### src/rtl/counter_uart_pkg.sv
// ---------------------------------------------------------------------------
// counter_uart_pkg
//   Shared constants for the UART control path of the up/down counter:
//   ASCII characters used in the status report frame, the frame length,
//   the report transmitter FSM encoding, the command codes decoded by
//   counter_cu, and the byte-select helper that builds the report frame.
// ---------------------------------------------------------------------------
package counter_uart_pkg;

  // Report frame characters
  localparam logic [7:0] ASCII_U     = 8'h55;
  localparam logic [7:0] ASCII_D     = 8'h44;
  localparam logic [7:0] ASCII_R     = 8'h52;
  localparam logic [7:0] ASCII_S     = 8'h53;
  localparam logic [7:0] ASCII_COLON = 8'h3A;
  localparam logic [7:0] ASCII_CR    = 8'h0D;
  localparam logic [7:0] ASCII_LF    = 8'h0A;
  localparam logic [7:0] ASCII_0     = 8'h30;

  // "<D><S>:<d3><d2><d1><d0>\r\n"
  localparam int         FRAME_LEN   = 9;

  // Command codes received by counter_cu
  localparam logic [7:0] CMD_RUN     = 8'h52;  // 'R'
  localparam logic [7:0] CMD_STOP    = 8'h53;  // 'S'
  localparam logic [7:0] CMD_CLEAR   = 8'h43;  // 'C'
  localparam logic [7:0] CMD_MODE    = 8'h4D;  // 'M'
  localparam logic [7:0] CMD_QUERY   = 8'h51;  // 'Q'

  // Report transmitter FSM encoding
  localparam int STATE_W = 3;
  typedef enum logic [STATE_W-1:0] {
    ST_IDLE  = 3'd0,
    ST_CONV  = 3'd1,
    ST_LOAD  = 3'd2,
    ST_START = 3'd3,
    ST_WAIT  = 3'd4
  } tx_state_e;

  // Byte at position idx of the report frame; digits come from a packed
  // 4-digit BCD word, thousands in the top nibble, leading zeros kept.
  function automatic logic [7:0] frame_byte(
    input logic [3:0]  idx,
    input logic        mode,
    input logic        en,
    input logic [15:0] bcd
  );
    logic [7:0] b;
    case (idx)
      4'd0:    b = mode ? ASCII_D : ASCII_U;
      4'd1:    b = en ? ASCII_R : ASCII_S;
      4'd2:    b = ASCII_COLON;
      4'd3:    b = ASCII_0 + {4'h0, bcd[15:12]};
      4'd4:    b = ASCII_0 + {4'h0, bcd[11:8]};
      4'd5:    b = ASCII_0 + {4'h0, bcd[7:4]};
      4'd6:    b = ASCII_0 + {4'h0, bcd[3:0]};
      4'd7:    b = ASCII_CR;
      4'd8:    b = ASCII_LF;
      default: b = 8'h00;
    endcase
    return b;
  endfunction

endpackage

### src/rtl/counter_report_tx_if.sv
// ---------------------------------------------------------------------------
// counter_report_tx_if
//   Byte handshake between the report formatter and top_uart_tx.
//     start_trigger  formatter -> uart  one-cycle pulse, load tx_data
//     tx_data        formatter -> uart  byte to send
//     tx_busy        uart -> formatter  transmitter occupied
//     tx_done        uart -> formatter  one-cycle pulse, byte finished
//   master: report formatter side, slave: UART transmitter side.
// ---------------------------------------------------------------------------
interface counter_report_tx_if;
  logic       start_trigger;
  logic [7:0] tx_data;
  logic       tx_busy;
  logic       tx_done;

  modport master (
    output start_trigger,
    output tx_data,
    input  tx_busy,
    input  tx_done
  );

  modport slave (
    input  start_trigger,
    input  tx_data,
    output tx_busy,
    output tx_done
  );
endinterface

### src/rtl/bcd_conv_seq.sv
// ---------------------------------------------------------------------------
// bcd_conv_seq
//   Sequential 14-bit binary to 4-digit BCD converter (double dabble).
//   A start pulse while idle latches bin; exactly 14 add-3/shift steps
//   follow, then done pulses for one cycle. bcd holds the result until
//   the next start. Inputs above 9999 overflow the thousands digit, so the
//   caller saturates beforehand.
//   Ports:
//     clk    in   system clock
//     rst    in   asynchronous active-low reset
//     start  in   one-cycle conversion request (ignored while converting)
//     bin    in   14-bit binary value
//     done   out  one-cycle pulse, bcd valid
//     bcd    out  {thousands, hundreds, tens, units}
// ---------------------------------------------------------------------------
module bcd_conv_seq (
  input  logic        clk,
  input  logic        rst,
  input  logic        start,
  input  logic [13:0] bin,
  output logic        done,
  output logic [15:0] bcd
);

  localparam logic [3:0] LAST_STEP = 4'd13;

  logic        busy_r;
  logic [3:0]  step_r;
  logic [13:0] bin_r;
  logic [15:0] bcd_r;
  logic        done_r;
  logic [15:0] adj_s;

  function automatic logic [3:0] add3(input logic [3:0] d);
    logic [3:0] r;
    if (d >= 4'd5) begin
      r = d + 4'd3;
    end else begin
      r = d;
    end
    return r;
  endfunction

  // Add-3 correction of every digit ahead of the next shift
  always_comb begin
    adj_s = {add3(bcd_r[15:12]), add3(bcd_r[11:8]), add3(bcd_r[7:4]), add3(bcd_r[3:0])};
  end

  // Conversion sequencer: latch, 14 shift steps, done pulse
  always_ff @(posedge clk or negedge rst) begin
    if (!rst) begin
      busy_r <= 1'b0;
      step_r <= 4'd0;
      bin_r  <= 14'd0;
      bcd_r  <= 16'd0;
      done_r <= 1'b0;
    end else if (busy_r) begin
      // Shift the corrected BCD digits and the binary together by one bit
      {bcd_r, bin_r} <= {adj_s, bin_r} << 5'd1;
      if (step_r == LAST_STEP) begin
        busy_r <= 1'b0;
        done_r <= 1'b1;
        step_r <= 4'd0;
      end else begin
        step_r <= step_r + 4'd1;
        done_r <= 1'b0;
      end
    end else if (start) begin
      busy_r <= 1'b1;
      step_r <= 4'd0;
      bin_r  <= bin;
      bcd_r  <= 16'd0;
      done_r <= 1'b0;
    end else begin
      done_r <= 1'b0;
    end
  end

  assign done = done_r;
  assign bcd  = bcd_r;

endmodule

### src/rtl/counter_report_tx.sv
// ---------------------------------------------------------------------------
// counter_report_tx
//   Formats a snapshot of the up/down counter as "<D><S>:<d3><d2><d1><d0>\r\n"
//   and streams it byte by byte into top_uart_tx. A report is triggered by
//   req or, with auto_en set, every PERIOD_CLKS clocks. A trigger arriving
//   while a report is in flight is remembered (one deep) and serviced with a
//   fresh snapshot right after the final byte completes.
//   Ports:
//     clk      in   system clock
//     rst      in   asynchronous active-low reset
//     count    in   counter value (binary, saturated to MAX_COUNT)
//     mode     in   0 = up, 1 = down
//     en       in   1 = running, 0 = stopped
//     req      in   one-cycle report request
//     auto_en  in   enables periodic reports
//     uart     master side of the byte handshake to top_uart_tx
//     busy     out  high from snapshot until the last byte's tx_done
// ---------------------------------------------------------------------------
module counter_report_tx
  import counter_uart_pkg::*;
#(
  parameter int PERIOD_CLKS = 100_000_000,
  parameter int MAX_COUNT   = 9999
) (
  input  logic                clk,
  input  logic                rst,
  input  logic [13:0]         count,
  input  logic                mode,
  input  logic                en,
  input  logic                req,
  input  logic                auto_en,
  counter_report_tx_if.master uart,
  output logic                busy
);

  localparam int            PW          = (PERIOD_CLKS > 1) ? $clog2(PERIOD_CLKS) : 1;
  localparam logic [PW-1:0] PERIOD_LAST = PW'(PERIOD_CLKS - 1);
  localparam logic [13:0]   MAX_VAL     = 14'(MAX_COUNT);
  localparam logic [3:0]    LAST_IDX    = 4'(FRAME_LEN - 1);

  tx_state_e     state_r, state_s;
  logic [3:0]    idx_r, idx_s;
  logic [7:0]    tx_data_r, tx_data_s;
  logic          start_trigger_r, start_trigger_s;
  logic          busy_r, busy_s;
  logic          pending_r, pending_s;
  logic          conv_start_r, conv_start_s;
  logic [13:0]   snap_val_r, snap_val_s;
  logic          snap_mode_r, snap_mode_s;
  logic          snap_en_r, snap_en_s;
  logic [PW-1:0] period_cnt_r, period_cnt_s;
  logic          period_hit_s;
  logic          trigger_s;
  logic          conv_done_s;
  logic [15:0]   bcd_s;

  bcd_conv_seq u_bcd (
    .clk   (clk),
    .rst   (rst),
    .start (conv_start_r),
    .bin   (snap_val_r),
    .done  (conv_done_s),
    .bcd   (bcd_s)
  );

  // Periodic trigger: counts only while auto_en, wraps on the hit cycle
  always_comb begin
    if (!auto_en) begin
      period_cnt_s = {PW{1'b0}};
      period_hit_s = 1'b0;
    end else if (period_cnt_r == PERIOD_LAST) begin
      period_cnt_s = {PW{1'b0}};
      period_hit_s = 1'b1;
    end else begin
      period_cnt_s = period_cnt_r + PW'(1);
      period_hit_s = 1'b0;
    end
  end

  assign trigger_s = req | period_hit_s;

  // TX FSM next state, snapshot, pending flag and byte mux
  always_comb begin
    state_s         = state_r;
    idx_s           = idx_r;
    tx_data_s       = tx_data_r;
    start_trigger_s = 1'b0;
    busy_s          = busy_r;
    conv_start_s    = 1'b0;
    snap_val_s      = snap_val_r;
    snap_mode_s     = snap_mode_r;
    snap_en_s       = snap_en_r;

    // Any trigger outside IDLE merges into the single pending slot
    if (trigger_s && (state_r != ST_IDLE)) begin
      pending_s = 1'b1;
    end else begin
      pending_s = pending_r;
    end

    case (state_r)
      ST_IDLE: begin
        if (trigger_s) begin
          snap_val_s   = (count > MAX_VAL) ? MAX_VAL : count;
          snap_mode_s  = mode;
          snap_en_s    = en;
          conv_start_s = 1'b1;
          busy_s       = 1'b1;
          state_s      = ST_CONV;
        end else begin
          state_s = ST_IDLE;
        end
      end

      ST_CONV: begin
        // Digits are valid in the cycle done pulses, so byte 0 loads now
        if (conv_done_s) begin
          idx_s     = 4'd0;
          tx_data_s = frame_byte(4'd0, snap_mode_r, snap_en_r, bcd_s);
          state_s   = ST_LOAD;
        end else begin
          state_s = ST_CONV;
        end
      end

      ST_LOAD: begin
        state_s = ST_START;
      end

      ST_START: begin
        if (!uart.tx_busy) begin
          start_trigger_s = 1'b1;
          state_s         = ST_WAIT;
        end else begin
          state_s = ST_START;
        end
      end

      ST_WAIT: begin
        if (uart.tx_done) begin
          if (idx_r < LAST_IDX) begin
            idx_s     = idx_r + 4'd1;
            tx_data_s = frame_byte(idx_r + 4'd1, snap_mode_r, snap_en_r, bcd_s);
            state_s   = ST_LOAD;
          end else if (pending_r || trigger_s) begin
            // Back-to-back report with a fresh snapshot; busy stays high
            snap_val_s   = (count > MAX_VAL) ? MAX_VAL : count;
            snap_mode_s  = mode;
            snap_en_s    = en;
            conv_start_s = 1'b1;
            pending_s    = 1'b0;
            state_s      = ST_CONV;
          end else begin
            busy_s  = 1'b0;
            state_s = ST_IDLE;
          end
        end else begin
          state_s = ST_WAIT;
        end
      end

      default: begin
        busy_s    = 1'b0;
        pending_s = 1'b0;
        state_s   = ST_IDLE;
      end
    endcase
  end

  // State and output registers
  always_ff @(posedge clk or negedge rst) begin
    if (!rst) begin
      state_r         <= ST_IDLE;
      idx_r           <= 4'd0;
      tx_data_r       <= 8'h00;
      start_trigger_r <= 1'b0;
      busy_r          <= 1'b0;
      pending_r       <= 1'b0;
      conv_start_r    <= 1'b0;
      snap_val_r      <= 14'd0;
      snap_mode_r     <= 1'b0;
      snap_en_r       <= 1'b0;
      period_cnt_r    <= {PW{1'b0}};
    end else begin
      state_r         <= state_s;
      idx_r           <= idx_s;
      tx_data_r       <= tx_data_s;
      start_trigger_r <= start_trigger_s;
      busy_r          <= busy_s;
      pending_r       <= pending_s;
      conv_start_r    <= conv_start_s;
      snap_val_r      <= snap_val_s;
      snap_mode_r     <= snap_mode_s;
      snap_en_r       <= snap_en_s;
      period_cnt_r    <= period_cnt_s;
    end
  end

  assign uart.start_trigger = start_trigger_r;
  assign uart.tx_data       = tx_data_r;
  assign busy               = busy_r;

endmodule

### src/flat_wrapper.sv
// flat-port wrapper written by rule: the top's interface ports become plain ports
module counter_report_tx_flat import counter_uart_pkg::*;
#(
  parameter int PERIOD_CLKS = 100_000_000,
  parameter int MAX_COUNT   = 9999
)
  (clk, rst, count, mode, en, req, auto_en, busy, uart_start_trigger, uart_tx_data, uart_tx_busy, uart_tx_done);
  counter_report_tx_if uart_i ();
  input  logic clk;
  input  logic rst;
  input  logic [13:0] count;
  input  logic mode;
  input  logic en;
  input  logic req;
  input  logic auto_en;
  output logic busy;
  output wire logic [$bits(uart_i.start_trigger)-1:0] uart_start_trigger;
  output wire logic [$bits(uart_i.tx_data)-1:0] uart_tx_data;
  input wire logic [$bits(uart_i.tx_busy)-1:0] uart_tx_busy;
  input wire logic [$bits(uart_i.tx_done)-1:0] uart_tx_done;
  assign uart_start_trigger = uart_i.start_trigger;
  assign uart_tx_data = uart_i.tx_data;
  assign uart_i.tx_busy = uart_tx_busy;
  assign uart_i.tx_done = uart_tx_done;
  counter_report_tx #(.PERIOD_CLKS(PERIOD_CLKS), .MAX_COUNT(MAX_COUNT)) u_core (.clk(clk), .rst(rst), .count(count), .mode(mode), .en(en), .req(req), .auto_en(auto_en), .uart(uart_i), .busy(busy));
endmodule
### config.mk
export PLATFORM = sky130hd
export DESIGN_NAME = counter_report_tx_flat
export DESIGN_NICKNAME = d
export VERILOG_FILES = /design/src/rtl/counter_uart_pkg.sv /design/src/rtl/counter_report_tx_if.sv /design/src/rtl/bcd_conv_seq.sv /design/src/rtl/counter_report_tx.sv /design/src/flat_wrapper.sv
export SDC_FILE = /design/constraint.sdc
export NUM_CORES = 1
export LEC_CHECK = 0
export ABC_CLOCK_PERIOD_IN_PS = 2100
export CAP_MARGIN = 20
export CORE_UTILIZATION = 30
export DETAILED_ROUTE_END_ITERATION = 12
export GPL_TIMING_DRIVEN = 0
export HOLD_SLACK_MARGIN = 0.08
export MAX_ROUTING_LAYER = met4
export PLACE_DENSITY_LB_ADDON = 0.15
export SYNTH_ARGS = -nofsm -noshare
export SYNTH_HDL_FRONTEND = slang
export SYNTH_SLANG_ARGS = --single-unit
### constraint.sdc
create_clock -name clk -period 2.1 [get_ports clk]
set_input_delay 0.21 -clock clk [delete_from_list [all_inputs] [get_ports clk]]
set_output_delay 0.21 -clock clk [all_outputs]
set_load 0.005 [all_outputs]
==> impl_metrics.csv <==
group,metric,value,unit
layout,multiInputGateArea,0.002525,sq mm
yosys,async_reset_ff_frac,1.000,
yosys,ys_warn_count,0,
layout,diodes,0,
hold_path,hold_path_class,"input pin to asynchronous set/reset pin",
floorplanning,chipHeight,132.8,um
pwr,switchingPower,2313,uW
timing,relSlewSlack,0.5334,
floorplanning,core.rowCount,47,
run,cap_violations,0,
yosys,synth-edff-count,0,
yosys,synth_common_cells,"dfrtp_1, nand2_1, nor2_1, o21ai_0, inv_1",
critical_path,reg2reg_depth,7,
floorplanning,start_util,0.3085,
global_route,overflow,0,
pwr,ir_drop,0.4522,mV
floorplanning,pin_count,32,
clock_network,cts.sinks,97,
clock_network,clk_pin_slew,0.07,ns
timing,worst_slack,0.1416,ns
global_route,grt_first_pass_wirelength,20090,um
placement,place_inst,776,
timing,clock-skew-final,0.007610,ns
yosys,synthCells,525,
pwr,p_sw_frac,0.3397,
timing,clock.fmax,510.6,MHz
critical_path,worstSetupEndpointType,"register",
yosys,ys_types,58,
layout,area_delta_synth_final,19.67,%
critical_path,critPathMaxFanout,10,
placement,gp_congestion,0.8006,
route,drt_first_iter_violations,267,
layout,postLayoutCoreUtil,0.3691,
layout,n_fill_cell,1658,
timing,finalCritPeriodShare,0.9326,
layout,regArea,0.002427,sq mm
critical_path,required,2.34,ns
pwr,p_clk_frac,0.262,
clock_network,htree_levels,3,
yosys,yosys.area.top_type,"dfrtp_1",
yosys,yosys_most_used_dff,"dfrtp_1",
critical_path,worst-setup-path-type,"register to register",
route,ant_nets,0,
critical_path,crit_arrival,2.19,ns
timing,finalCriticalPeriod,1.958,ns
layout,final_layout_size_suffix_gt1_frac,0.08651,
pwr,intPower,4497,uW
clock_network,cts_tree,"built",
layout,final_cell_area,0.006143,sq mm
placement,place_area,0.005734,sq mm
timing,fin_setup_tns,0,ns
yosys,synth_nets,563,
route,wl,11810,um
yosys,yosysTopAreaCellShare,0.4728,
route,vias_per_cell,4.890,
route,drc,0,
placement,dp_hpwl,8454,um
placement,portBuffers,30,
clock_network,clk_path_buf_depth,2,
yosys,synth_area_per_cell,9.778,sq um
timing,finalHoldViolCount,0,
pwr,pwr-share-comb,0.326,
pwr,power.density,1109,mW/mm^2
yosys,synth-seq-area-share,0.4728,
route,firstDrtPassIters,4,
clock_network,ctsRootBufferMaster,"clkbuf_16",
status,status,"completed",
clock_network,cts_buffers,9,
timing,worst_pin_slew,0.6999,ns
critical_path,start_kind,"register",
pwr,leakagePower,0.002632,uW
floorplanning,placeableCoreArea,0.01664,sq mm
yosys,synthTopCellsByArea,"dfrtp_1, nand2_1, ha_1",
route,vias,3902,
global_route,antenna_found_initial,0,
yosys,synth_seq_cells,97,
timing,setup_viol,0,
clock_network,clock_latency,0.35,ns
route,routedWlPerCell,14.80,um
placement,pre_cts_slack,-0.1866,ns
yosys,synth.most_common_cell,"dfrtp_1",
global_route,grt_max_degree,61,
floorplanning,fp.dieW,132.8,um
global_route,grtUsageTotal,0.1508,
yosys,syn-cell-area,0.005134,sq mm
floorplanning,die_area,0.01764,sq mm
timing,slew_viol_final,0,
layout,nNetsFinal,612,
layout,layoutNonFillerInstCount,798,
global_route,grt_pass1_vias,3908,
pwr,p_seq_frac,0.412,
==> per-layer routing <==
| layer | global-route usage | routed length, um | vias to the layer above |
|---|---|---|---|
| li1 | - | - | 1926 |
| met1 | 0.1965 | 5639 | 1882 |
| met2 | 0.2312 | 5527 | 79 |
| met3 | 0.02414 | 392 | 15 |
| met4 | 0.06450 | 248 | 0 |
| met5 | - | 0 | - |
==> what timing repair did <==
action / in CTS / in global routing
gates resized for setup: 0 / 6
endpoints found under the setup margin: 16 / 34
pin swaps: 2 / 3
endpoints found under the hold margin: 37 / 0
setup buffers: 4 / 2
hold buffers: 1 / 0
==> layout by cell type, fill, tap and decap left out, types with 10 or more instances in the layout <==
| cell | count |
|---|---|
| dfrtp_1 | 97 |
| nand2_1 | 57 |
| nor2_1 | 44 |
| o21ai_0 | 38 |
| clkdlybuf4s50_1 | 29 |
| inv_1 | 24 |
| xor2_1 | 20 |
| nand3_1 | 18 |
| clkbuf_1 | 17 |
| mux2i_1 | 16 |
| a21oi_1 | 15 |
| ha_1 | 15 |
| xnor2_1 | 13 |
| nor3b_1 | 12 |
| nand4_1 | 10 |
| o31ai_1 | 10 |
==> power by group through the flow <==
stage	Sequential (uW)	Clock [uW]	Combinational (uW)
4_1_cts	2810	1840	2240
2_1_floorplan	2700	0	1610
6_report	2810	1780	2220
3_3_place_gp	2820	0	2140
3_5_place_dp	2840	0	2210
5_1_grt	2890	1930	2520
==> stage by stage <==
step                hold slack (ns)  total power [uW]
detailed placement           0.2242              5051
floorplan                  -0.08559              4307
finish                       0.3719              6811
CTS                          0.3848              6890
global route                 0.4187              7333
global placement             0.4614              4959
==> critical path, cell delays in order, from the launching register on <==
cell	delay, ns
dfrtp_1	0.42
ha_4	0.18
nand4_1	0.15
nor4_4	0.30
nand2_2	0.14
a211o_1	0.33
buf_6	0.16
o22a_1	0.17
==> final timing paths <==
check | startpoint | to | slack [ns]
setup / recovery | u_core.period_cnt_r[0] | u_core.snap_val_r[8] | 0.14
hold / removal | rst | u_core.uart.tx_data[4] | 0.37
setup reg to reg | u_core.period_cnt_r[0] | u_core.snap_val_r[8] | 0.14
hold reg to reg | u_core.uart.tx_data[1] | u_core.uart.tx_data[1] | 0.48
max in group asynchronous | rst | u_core.u_bcd.step_r[1] | 1.03
min in group clk | count[7] | u_core.snap_val_r[7] | 0.43
==> cell families after synthesis <==
logic type      after synthesis  synth area share
simple gates                194            0.1974
buf+inv                      49           0.04168
compound gates              112            0.1465
fa+ha+maj                    16           0.03900
flops                        97            0.4728
mux                          21           0.04216
xor+xnor                     35           0.05971
other cells                   1         0.0007305
==> final cells by class <==
cell class	count	share of cell area
timing repair buffer	38	0.06253
sequential	97	0.3951
clock buffer	10	0.03890
clock inverter	5	0.01283
multi-input combinational	379	0.4110
tap	220	0.04481
inverter	24	0.01466
buffer	25	0.02016
==> registers in the layout, summed over array words and instances, names as in the netlist <==
register                   count
u_core.snap_mode_r             1
u_core.u_bcd.step_r            4
u_core.u_bcd.bin_r            14
u_core.u_bcd.busy_r            1
u_core.idx_r                   4
u_core.uart.start_trigger      1
u_core.u_bcd.done              1
u_core.conv_start_r            1
u_core.busy                    1
u_core.uart.tx_data            7
u_core.u_bcd.bcd              16
u_core.period_cnt_r           27
u_core.snap_val_r             14
u_core.pending_r               1
u_core.snap_en_r               1
u_core.state_r                 3
(Power assumes the default switching activity.)
